`src/rtl/ext_pkg.sv`:
```
// Shared definitions for the immediate-extension unit: mode codes, the mode
// type, the output-buffer occupancy states and the illegal-mode decode.
package ext_pkg;

    typedef logic [2:0] ext_mode_t;

    localparam ext_mode_t EXT_ZERO   = 3'd0;
    localparam ext_mode_t EXT_SIGN   = 3'd1;
    localparam ext_mode_t EXT_UPPER  = 3'd2;
    localparam ext_mode_t EXT_BRANCH = 3'd3;
    localparam ext_mode_t EXT_JUMP   = 3'd4;

    // Number of results held between the extender and the consumer.
    typedef enum logic [1:0] {
        OCC_EMPTY = 2'd0,
        OCC_ONE   = 2'd1,
        OCC_TWO   = 2'd2
    } occ_t;

    // Codes above JUMP have no defined extension.
    function automatic logic mode_err(input ext_mode_t mode);
        return (mode > EXT_JUMP);
    endfunction

endpackage

```
`src/rtl/imm_extend_pipe_if.sv`:
```
// Request/response bundle of the immediate-extension unit. The unit itself
// takes the slave view; the decode side (or a bench) takes the master view.
interface imm_extend_pipe_if #(
    parameter int DATA_W = 32,
    parameter int JTGT_W = 26
);
    logic                       in_valid;
    logic                       in_ready;
    logic [2:0]                 ExtMode;
    logic [JTGT_W-1:0]          Immediate;
    logic [DATA_W-JTGT_W-3:0]   PcHi;
    logic                       out_valid;
    logic                       out_ready;
    logic [DATA_W-1:0]          ImExtend;
    logic                       ModeErr;

    modport slave (
        input  in_valid, ExtMode, Immediate, PcHi, out_ready,
        output in_ready, out_valid, ImExtend, ModeErr
    );

    modport master (
        output in_valid, ExtMode, Immediate, PcHi, out_ready,
        input  in_ready, out_valid, ImExtend, ModeErr
    );
endinterface

```
`src/rtl/ext_core.sv`:
```
// Purely combinational immediate extender. Shared with the single-cycle CPU,
// so it carries no clock and no handshake.
module ext_core
    import ext_pkg::*;
#(
    parameter int IMM_W  = 16,
    parameter int DATA_W = 32,
    parameter int JTGT_W = 26
) (
    input  ext_mode_t                  i_mode,
    input  logic [JTGT_W-1:0]          i_imm,
    input  logic [DATA_W-JTGT_W-3:0]   i_pc_hi,
    output logic [DATA_W-1:0]          o_value,
    output logic                       o_mode_err
);

    logic [IMM_W-1:0]  w_imm;
    logic [DATA_W-1:0] w_zero;
    logic [DATA_W-1:0] w_sign;
    logic [DATA_W-1:0] w_upper;
    logic [DATA_W-1:0] w_branch;
    logic [DATA_W-1:0] w_jump;

    assign w_imm    = i_imm[IMM_W-1:0];
    assign w_zero   = {{(DATA_W-IMM_W){1'b0}}, w_imm};
    assign w_sign   = {{(DATA_W-IMM_W){w_imm[IMM_W-1]}}, w_imm};
    assign w_upper  = {w_imm, {(DATA_W-IMM_W){1'b0}}};
    // Word-aligned branch offset: the two top sign bits fall off.
    assign w_branch = {w_sign[DATA_W-3:0], 2'b00};
    assign w_jump   = {i_pc_hi, i_imm, 2'b00};

    // Select the extension; illegal codes yield zero flagged by o_mode_err.
    always_comb begin
        o_value    = '0;
        o_mode_err = mode_err(i_mode);
        case (i_mode)
            EXT_ZERO:   o_value = w_zero;
            EXT_SIGN:   o_value = w_sign;
            EXT_UPPER:  o_value = w_upper;
            EXT_BRANCH: o_value = w_branch;
            EXT_JUMP:   o_value = w_jump;
            default:    o_value = '0;
        endcase
    end

endmodule

```
`src/rtl/imm_extend_pipe.sv`:
```
// Registered immediate extender with valid/ready on both sides. SKID=1 keeps
// a main output register plus a skid register so in_ready is registered and
// independent of out_ready; SKID=0 uses only the main register.
module imm_extend_pipe
    import ext_pkg::*;
#(
    parameter int IMM_W  = 16,
    parameter int DATA_W = 32,
    parameter int JTGT_W = 26,
    parameter int SKID   = 1
) (
    input  logic             CLK,
    input  logic             Reset,
    imm_extend_pipe_if.slave bus
);

    occ_t              r_occ;
    occ_t              w_occ_next;
    logic [DATA_W-1:0] r_main_data;
    logic              r_main_err;
    logic [DATA_W-1:0] r_skid_data;
    logic              r_skid_err;
    logic [DATA_W-1:0] w_core_data;
    logic              w_core_err;
    logic              w_in_ready;
    logic              w_out_valid;
    logic              w_in_fire;
    logic              w_out_fire;
    logic              w_load_main;
    logic              w_load_skid;
    logic              w_skid_to_main;

    ext_core #(
        .IMM_W  (IMM_W),
        .DATA_W (DATA_W),
        .JTGT_W (JTGT_W)
    ) u_core (
        .i_mode     (bus.ExtMode),
        .i_imm      (bus.Immediate),
        .i_pc_hi    (bus.PcHi),
        .o_value    (w_core_data),
        .o_mode_err (w_core_err)
    );

    // Reset masks the output so no transfer can complete in a reset cycle.
    assign w_out_valid = (r_occ != OCC_EMPTY) && !Reset;

    generate
        if (SKID != 0) begin : g_skid
            // Only the registered occupancy decides readiness.
            assign w_in_ready = (r_occ != OCC_TWO) && !Reset;
        end else begin : g_single
            // Single register: accept when empty or draining this cycle.
            assign w_in_ready = (!w_out_valid || bus.out_ready) && !Reset;
        end
    endgenerate

    assign w_in_fire  = bus.in_valid && w_in_ready;
    assign w_out_fire = w_out_valid && bus.out_ready;

    // Occupancy state register.
    always_ff @(posedge CLK) begin
        if (Reset) begin
            r_occ <= OCC_EMPTY;
        end else begin
            r_occ <= w_occ_next;
        end
    end

    // Next occupancy and the data-path moves it implies.
    always_comb begin
        w_occ_next     = r_occ;
        w_load_main    = 1'b0;
        w_load_skid    = 1'b0;
        w_skid_to_main = 1'b0;
        case (r_occ)
            OCC_EMPTY: begin
                if (w_in_fire) begin
                    w_occ_next  = OCC_ONE;
                    w_load_main = 1'b1;
                end
            end
            OCC_ONE: begin
                if (w_in_fire && w_out_fire) begin
                    w_load_main = 1'b1;
                end else if (w_in_fire) begin
                    w_occ_next  = OCC_TWO;
                    w_load_skid = 1'b1;
                end else if (w_out_fire) begin
                    w_occ_next  = OCC_EMPTY;
                end
            end
            OCC_TWO: begin
                // in_ready is low here, so only a drain can happen.
                if (w_out_fire) begin
                    w_occ_next     = OCC_ONE;
                    w_skid_to_main = 1'b1;
                end
            end
            default: w_occ_next = OCC_EMPTY;
        endcase
    end

    // Main and skid result registers.
    always_ff @(posedge CLK) begin
        if (Reset) begin
            r_main_data <= '0;
            r_main_err  <= 1'b0;
            r_skid_data <= '0;
            r_skid_err  <= 1'b0;
        end else begin
            if (w_load_main) begin
                r_main_data <= w_core_data;
                r_main_err  <= w_core_err;
            end else if (w_skid_to_main) begin
                r_main_data <= r_skid_data;
                r_main_err  <= r_skid_err;
            end
            if (w_load_skid) begin
                r_skid_data <= w_core_data;
                r_skid_err  <= w_core_err;
            end
        end
    end

    assign bus.in_ready  = w_in_ready;
    assign bus.out_valid = w_out_valid;
    assign bus.ImExtend  = r_main_data;
    assign bus.ModeErr   = r_main_err;

endmodule

```
`src/flat_wrapper.sv`:
```
// flat-port wrapper written by rule: the top's interface ports become plain ports
module imm_extend_pipe_flat import ext_pkg::*;
#(
    parameter int IMM_W  = 16,
    parameter int DATA_W = 32,
    parameter int JTGT_W = 26,
    parameter int SKID   = 1
)
  (CLK, Reset, bus_in_valid, bus_ExtMode, bus_Immediate, bus_PcHi, bus_out_ready, bus_in_ready, bus_out_valid, bus_ImExtend, bus_ModeErr);
  imm_extend_pipe_if #(.DATA_W(DATA_W), .JTGT_W(JTGT_W)) bus_i ();
  input  logic CLK;
  input  logic Reset;
  input wire logic [$bits(bus_i.in_valid)-1:0] bus_in_valid;
  input wire logic [$bits(bus_i.ExtMode)-1:0] bus_ExtMode;
  input wire logic [$bits(bus_i.Immediate)-1:0] bus_Immediate;
  input wire logic [$bits(bus_i.PcHi)-1:0] bus_PcHi;
  input wire logic [$bits(bus_i.out_ready)-1:0] bus_out_ready;
  output wire logic [$bits(bus_i.in_ready)-1:0] bus_in_ready;
  output wire logic [$bits(bus_i.out_valid)-1:0] bus_out_valid;
  output wire logic [$bits(bus_i.ImExtend)-1:0] bus_ImExtend;
  output wire logic [$bits(bus_i.ModeErr)-1:0] bus_ModeErr;
  assign bus_i.in_valid = bus_in_valid;
  assign bus_i.ExtMode = bus_ExtMode;
  assign bus_i.Immediate = bus_Immediate;
  assign bus_i.PcHi = bus_PcHi;
  assign bus_i.out_ready = bus_out_ready;
  assign bus_in_ready = bus_i.in_ready;
  assign bus_out_valid = bus_i.out_valid;
  assign bus_ImExtend = bus_i.ImExtend;
  assign bus_ModeErr = bus_i.ModeErr;
  imm_extend_pipe #(.IMM_W(IMM_W), .DATA_W(DATA_W), .JTGT_W(JTGT_W), .SKID(SKID)) u_core (.CLK(CLK), .Reset(Reset), .bus(bus_i));
endmodule
```
`config.mk`:
```
export PLATFORM = sky130hd
export DESIGN_NAME = imm_extend_pipe_flat
export DESIGN_NICKNAME = d
export VERILOG_FILES = /design/src/rtl/ext_pkg.sv /design/src/rtl/imm_extend_pipe_if.sv /design/src/rtl/ext_core.sv /design/src/rtl/imm_extend_pipe.sv /design/src/flat_wrapper.sv
export SDC_FILE = /design/constraint.sdc
export NUM_CORES = 1
export LEC_CHECK = 0
export BUFFER_PORTS_ARGS = -buffer_cell sky130_fd_sc_hd__buf_2
export CAP_MARGIN = 40
export CORE_UTILIZATION = 55
export CTS_BUF_LIST = sky130_fd_sc_hd__clkbuf_2 sky130_fd_sc_hd__clkbuf_4 sky130_fd_sc_hd__clkbuf_8
export DETAILED_ROUTE_END_ITERATION = 12
export PLACE_DENSITY = 0.8
export SLEW_MARGIN = 20
export SYNTH_ARGS = -nofsm -noshare
export SYNTH_HDL_FRONTEND = slang
export SYNTH_SLANG_ARGS = --single-unit
```
`constraint.sdc`:
```
create_clock -name CLK -period 2.2 [get_ports CLK]
set_input_delay 0.55 -clock CLK [delete_from_list [all_inputs] [get_ports CLK]]
set_output_delay 0.55 -clock CLK [all_outputs]
set_load 0.01 [all_outputs]
```
==> reports/summary.txt, run 1 <==
Final number of hold-violating endpoints: 0
Mean routed wirelength per cell: 18.01 um
Root buffer cell: clkbuf_8
Setup CP Type: reg2out
# diodes: 0
Drt first pass iters: 5
Skew final: 8.490 ps
Worst vdd ir: 0.3769 mV
Initial antenna violation count: 0
Commonest non-fill, non-tap cell in the layout: buf_2
Clock share of power: 37.5%
# resized after CTS: 0
Final wirelength: 9813 um
Syn avg cell area: 8.494 um2
Util after Layout: 68.42%
Largest net degree at the start of global routing: 30
DR vias: 3427
Share of post-route cells with drive strength above 1: 24.47%
Syn Std Cell Area: 0.003457 mm2
Max H-tree Level: 3
First-pass GRT wire length: 15470 um
Layout area overhead: 18.57%
All-Layer GR Usage: 31.21%
Hold path cells: 2
Hold Crit Class: reg2reg
Max-slew violation count: 0
Fill cell count: 506
CTS tree: built
Number of synthesized flops with an enable pin: 0
Post-synth ARST share: 0%
Die span in x: 81.28 um
Mapped Cells: 407
ANT nets after route: 0
R2R depth: 3
Setup crit start kind: flop
Top_reg_cell synth: dfxtp_1
Multi-input gate area: 0.001782 mm2
Worst EP required: 1650 ps
Setup violations, final: 0
FF/Latch Area: 0.001361 mm2
Pwr dens: 674.2 mW/mm2
Clk sinks: 68
FP Rows: 28
Vias in the first global route: 3164
Data arrival, critical path: 1240 ps
Port bufs: 71
Lkg Pwr: 1.531 nW
Starting Density: 57.71%
Post-synthesis sequential area ratio: 39.38%
#FFs+latches synth: 68
Worst-path clk slew: 60 ps
Drc violations: 0
Worst setup EP type: output pin
CTS Buf Count: 9
CTS Hold Bufs: 0
Worst-skew pair later-pin latency: 340 ps
Die span in y: 81.28 um
Hold Worst Slack: 469.5 ps
Rel. slew slack: 61.77%
Most frequent cells in the layout: 71 x buf_2, 68 x dfxtp_1, 45 x a211oi_1, 36 x nand2_1, 36 x a21oi_1
Post-CTS Setup Bufs: 0
CORE AREA: 0.005991 mm2
Number of distinct library cells after synthesis: 36
IO Count: 72
Int Pwr: 2.033 mW
Place WS: 264.9 ps
Setup ws final: 414.8 ps
Sequential share of power: 47.2%
Net load switching power: 730.8 uW
Total power of the final layout: 2.763 mW
Worst Max-Slew Pin Slew: 570.1 ps
Sw frac: 26.45%
CP max FO: 10
Status: complete, no violations
Post-DR vias/cell: 6.288
Syn Nets: 444
Die area: 0.006606 mm2
Minimum clock period: 1785 ps
Max Clock Freq: 560.2 MHz
Bufs on Longest Clock Path: 2
Syn. warnings: 0
DP HPWL: 6694 um
Routability cong.: 0.8487
Post-Place Cell Area: 0.003905 mm2
Max Cap Violations: 0
Crit share post-route: 81.15%
DRT iter0 DRCs: 325
Combinational power share: 15.3%
RSZ-0062 raised after global routing: false
Nets@finish: 504
Post-route cell area: 0.004099 mm2
Total grt overflow: 0
## cell families after synthesis
group / share of synthesized area (%)
flip-flops: 39.38
AND/OR/NAND/NOR: 22.55
AO/OA/AOI/OAI: 28.41
buffers and inverters: 9.337
multiplexers: 0.3257
## layout make-up
cell class                 count  area share [%]
multi-input combinational    260           43.47
timing repair buffer          94           13.19
inverter                      34           3.114
sequential                    68           33.21
clock inverter                 2          0.8547
clock buffer                  12           3.877
tap                           75           2.289
## worst paths after layout
check	slack (ps)	startpoint	to
worst max register to register	570	u_core.r_occ[1]	u_core.bus.ImExtend[0]
worst max-delay path	410	u_core.r_occ[1]	bus_in_ready
worst min register to register	470	u_core.r_skid_data[7]	u_core.bus.ImExtend[7]
worst min-delay path	470	u_core.r_skid_data[7]	u_core.bus.ImExtend[7]
## synth_stat cells (2+ instances only)
| master | n | area, um2 |
|---|---|---|
| a221oi_1 | 13 | 113.9 |
| a21oi_1 | 36 | 180.2 |
| or4_1 | 2 | 15.01 |
| nand2_1 | 36 | 135.1 |
| a211oi_1 | 45 | 337.8 |
| dfxtp_1 | 68 | 1361 |
| and2_1 | 13 | 81.33 |
| o21ai_0 | 3 | 15.01 |
| o221ai_1 | 30 | 262.8 |
| nor2b_1 | 16 | 100.1 |
| buf_2 | 15 | 75.07 |
| clkbuf_1 | 29 | 108.9 |
| a31oi_1 | 4 | 25.02 |
| and2b_1 | 2 | 15.01 |
| o211ai_1 | 3 | 22.52 |
| nor2_1 | 5 | 18.77 |
| nor3b_1 | 13 | 97.59 |
| inv_1 | 34 | 127.6 |
| nand2b_1 | 2 | 12.51 |
| and3b_1 | 2 | 17.52 |
| nor4bb_1 | 18 | 180.2 |
| nand4_1 | 4 | 25.02 |
## power groups by stage
stage / Combinational [mW] / Sequential (mW) / Clock (mW)
4_1_cts: 0.417 / 1.30 / 1.04
3_5_place_dp: 0.414 / 1.33 / 0
5_1_grt: 0.459 / 1.31 / 1.10
6_report: 0.424 / 1.30 / 1.04
2_1_floorplan: 0.244 / 1.34 / 0
3_3_place_gp: 0.405 / 1.33 / 0
## layer usage
| layer | share of wire (%) | global-route usage [%] | wire (um) |
|---|---|---|---|
| met1 | 43 | 42.19 | 4264 |
| met2 | 44 | 46.33 | 4357 |
| met3 | 8.7 | 6.629 | 851 |
| met4 | 3.5 | 16.25 | 339 |
| met5 | 0 | 0 | 0 |
## flip-flops by register name (all words and copies together) (netlist names)
signal               cells
u_core.bus.ImExtend     32
u_core.bus.ModeErr       1
u_core.r_occ             2
u_core.r_skid_data      32
u_core.r_skid_err        1
## critical path: stages, from the launching register on
cell and delay (ps):
dfxtp_1 530, and2b_1 200, nor2_1 40, buf_2 140
## per-stage QoR
| stage | std cells | setup TNS (ps) |
|---|---|---|
| after floorplan | 407 | 0 |
| after global placement | 530 | -38.81 |
| after detailed placement | 531 | 0 |
| after CTS | 545 | 0 |
| after global routing | 545 | 0 |
| final | 545 | 0 |
Power figures use the tool's default switching activity.
==> run 2: changes to the inputs <==
==> constraint.sdc (replaced) <==
create_clock -name CLK -period 1.8 [get_ports CLK]
set_input_delay 0.45 -clock CLK [delete_from_list [all_inputs] [get_ports CLK]]
set_output_delay 0.45 -clock CLK [all_outputs]
set_load 0.01 [all_outputs]
==> reports/summary.txt, run 2 (synthesized netlist as in run 1, its figures left out) <==
Setup ws final: 113.7 ps (-301.1 ps)
FP Rows: 28 (unchanged)
Lkg Pwr: 1.511 nW (-1.3%)
Hold Worst Slack: 380.8 ps (-88.79 ps)
Post-CTS Setup Bufs: 0 (unchanged)
Setup crit start kind: flop
Die area: 0.006606 mm2 (unchanged)
Skew final: 5.080 ps (-3.410 ps)
Final number of hold-violating endpoints: 0 (unchanged)
Hold Crit Class: in2reg
Die span in y: 81.28 um (unchanged)
Setup violations, final: 0 (unchanged)
Total grt overflow: 0 (unchanged)
Rel. slew slack: 63.00% (+1.2 points)
Mean routed wirelength per cell: 17.72 um (-1.6%)
RSZ-0062 raised after global routing: false
Minimum clock period: 1686 ps
Max Cap Violations: 0 (unchanged)
Setup CP Type: reg2out
Status: complete, no violations
Worst Max-Slew Pin Slew: 554.9 ps (-15.12 ps)
Worst-path clk slew: 70 ps (about the same)
Clk sinks: 68 (unchanged)
IO Count: 72 (unchanged)
Share of post-route cells with drive strength above 1: 23.98% (-0.49 points)
CTS tree: built
Max H-tree Level: 3 (unchanged)
R2R setup slack: 190 ps (-380 ps)
Drt first pass iters: 5 (unchanged)
Setup total negative slack: 0 ps (unchanged)
Place WS: 35.30 ps (-229.6 ps)
# resized after CTS: 0 (unchanged)
Initial antenna violation count: 0 (unchanged)
Nets@finish: 500 (-0.79%)
# diodes: 0 (unchanged)
Crit share post-route: 93.68%
CTS Buf Count: 9 (unchanged)
Layout area overhead: 17.92%
Most frequent cells in the layout: 71 x buf_2, 68 x dfxtp_1, 45 x a211oi_1, 36 x nand2_1, 36 x a21oi_1
Root buffer cell: clkbuf_8
Largest net degree at the start of global routing: 43 (+43%)
DR vias: 3444 (+0.50%)
DP HPWL: 6431 um (-3.9%)
Max Clock Freq: 593.0 MHz
Worst setup EP type: output pin
Post-DR vias/cell: 6.354 (+1.1%)
Port bufs: 71 (unchanged)
Max-slew violation count: 0 (unchanged)
Hold path cells: 2 (unchanged)
Commonest non-fill, non-tap cell in the layout: buf_2
R2R depth: 3 (unchanged)
Pwr dens: 800.9 mW/mm2 (+19%)
Worst vdd ir: 0.4613 mV (+22%)
Final wirelength: 9605 um (-2.1%)
Worst-skew pair later-pin latency: 340 ps (about the same)
CORE AREA: 0.005991 mm2 (unchanged)
Data arrival, critical path: 1240 ps (about the same)
Worst EP required: 1350 ps (-300 ps)
All-Layer GR Usage: 30.52% (-0.69 points)
Starting Density: 57.71% (unchanged)
ANT nets after route: 0 (unchanged)
CP max FO: 9 (-1)
Die span in x: 81.28 um (unchanged)
Drc violations: 0 (unchanged)
DRT iter0 DRCs: 343 (+5.5%)
First-pass GRT wire length: 15330 um (-0.89%)
Bufs on Longest Clock Path: 2 (unchanged)
Fill cell count: 491 (-3.0%)
CTS Hold Bufs: 0 (unchanged)
Routability cong.: 0.8785 (+3.5%)
Vias in the first global route: 3081 (-2.6%)
run 2: worst paths after layout:
check | from | to
worst max-delay path | u_core.r_occ[0] | bus_in_ready
worst min-delay path | bus_out_ready | u_core.r_occ[1]
worst max register to register | u_core.r_occ[1] | u_core.bus.ImExtend[0]
worst min register to register | u_core.r_skid_data[31] | u_core.bus.ImExtend[31]
run 2: power by group:
part,switching (mW),total [mW],internal [mW]
Clock,0.564,1.16,0.595
Sequential,0.0326,1.59,1.56
Combinational,0.305,0.512,0.207
run 2: per-layer routing:
metal	vias to the layer above	global-route usage [%]	wire (um)
met3	26	5.393	741
met1	1623	42.08	4284
li1	1616	-	-
met2	179	46.00	4322
met4	0	14.11	256
met5	-	0	0
run 2: layout make-up:
| class | count | area (um2) | area share (%) |
|---|---|---|---|
| repair buffers | 90 | 535.5 | 13.14 |
| well taps | 75 | 93.84 | 2.302 |
| inverters | 34 | 127.6 | 3.131 |
| multi-input cells | 260 | 1782 | 43.71 |
| clock inverters | 2 | 10.01 | 0.2455 |
| flip-flops and latches | 68 | 1361 | 33.39 |
| clock buffers | 13 | 166.4 | 4.082 |
run 2: stage by stage:
stage | power, mW | util, % | cell area (um2) | instances
2_1_floorplan | 1.936 | - | 3457 | 407
3_3_place_gp | 2.114 | 64.85 | 3885 | 525
3_5_place_dp | 2.127 | 65.10 | 3900 | 527
4_1_cts | 3.260 | 68.05 | 4076 | 542
5_1_grt | 3.380 | 68.05 | 4076 | 542
6_report | 3.265 | 68.05 | 4076 | 542
run 2: critical path, cell delays in order (launching register included):
cell	delay, ps
dfxtp_1	450
and2b_1	230
nor2_1	80
buf_2	130
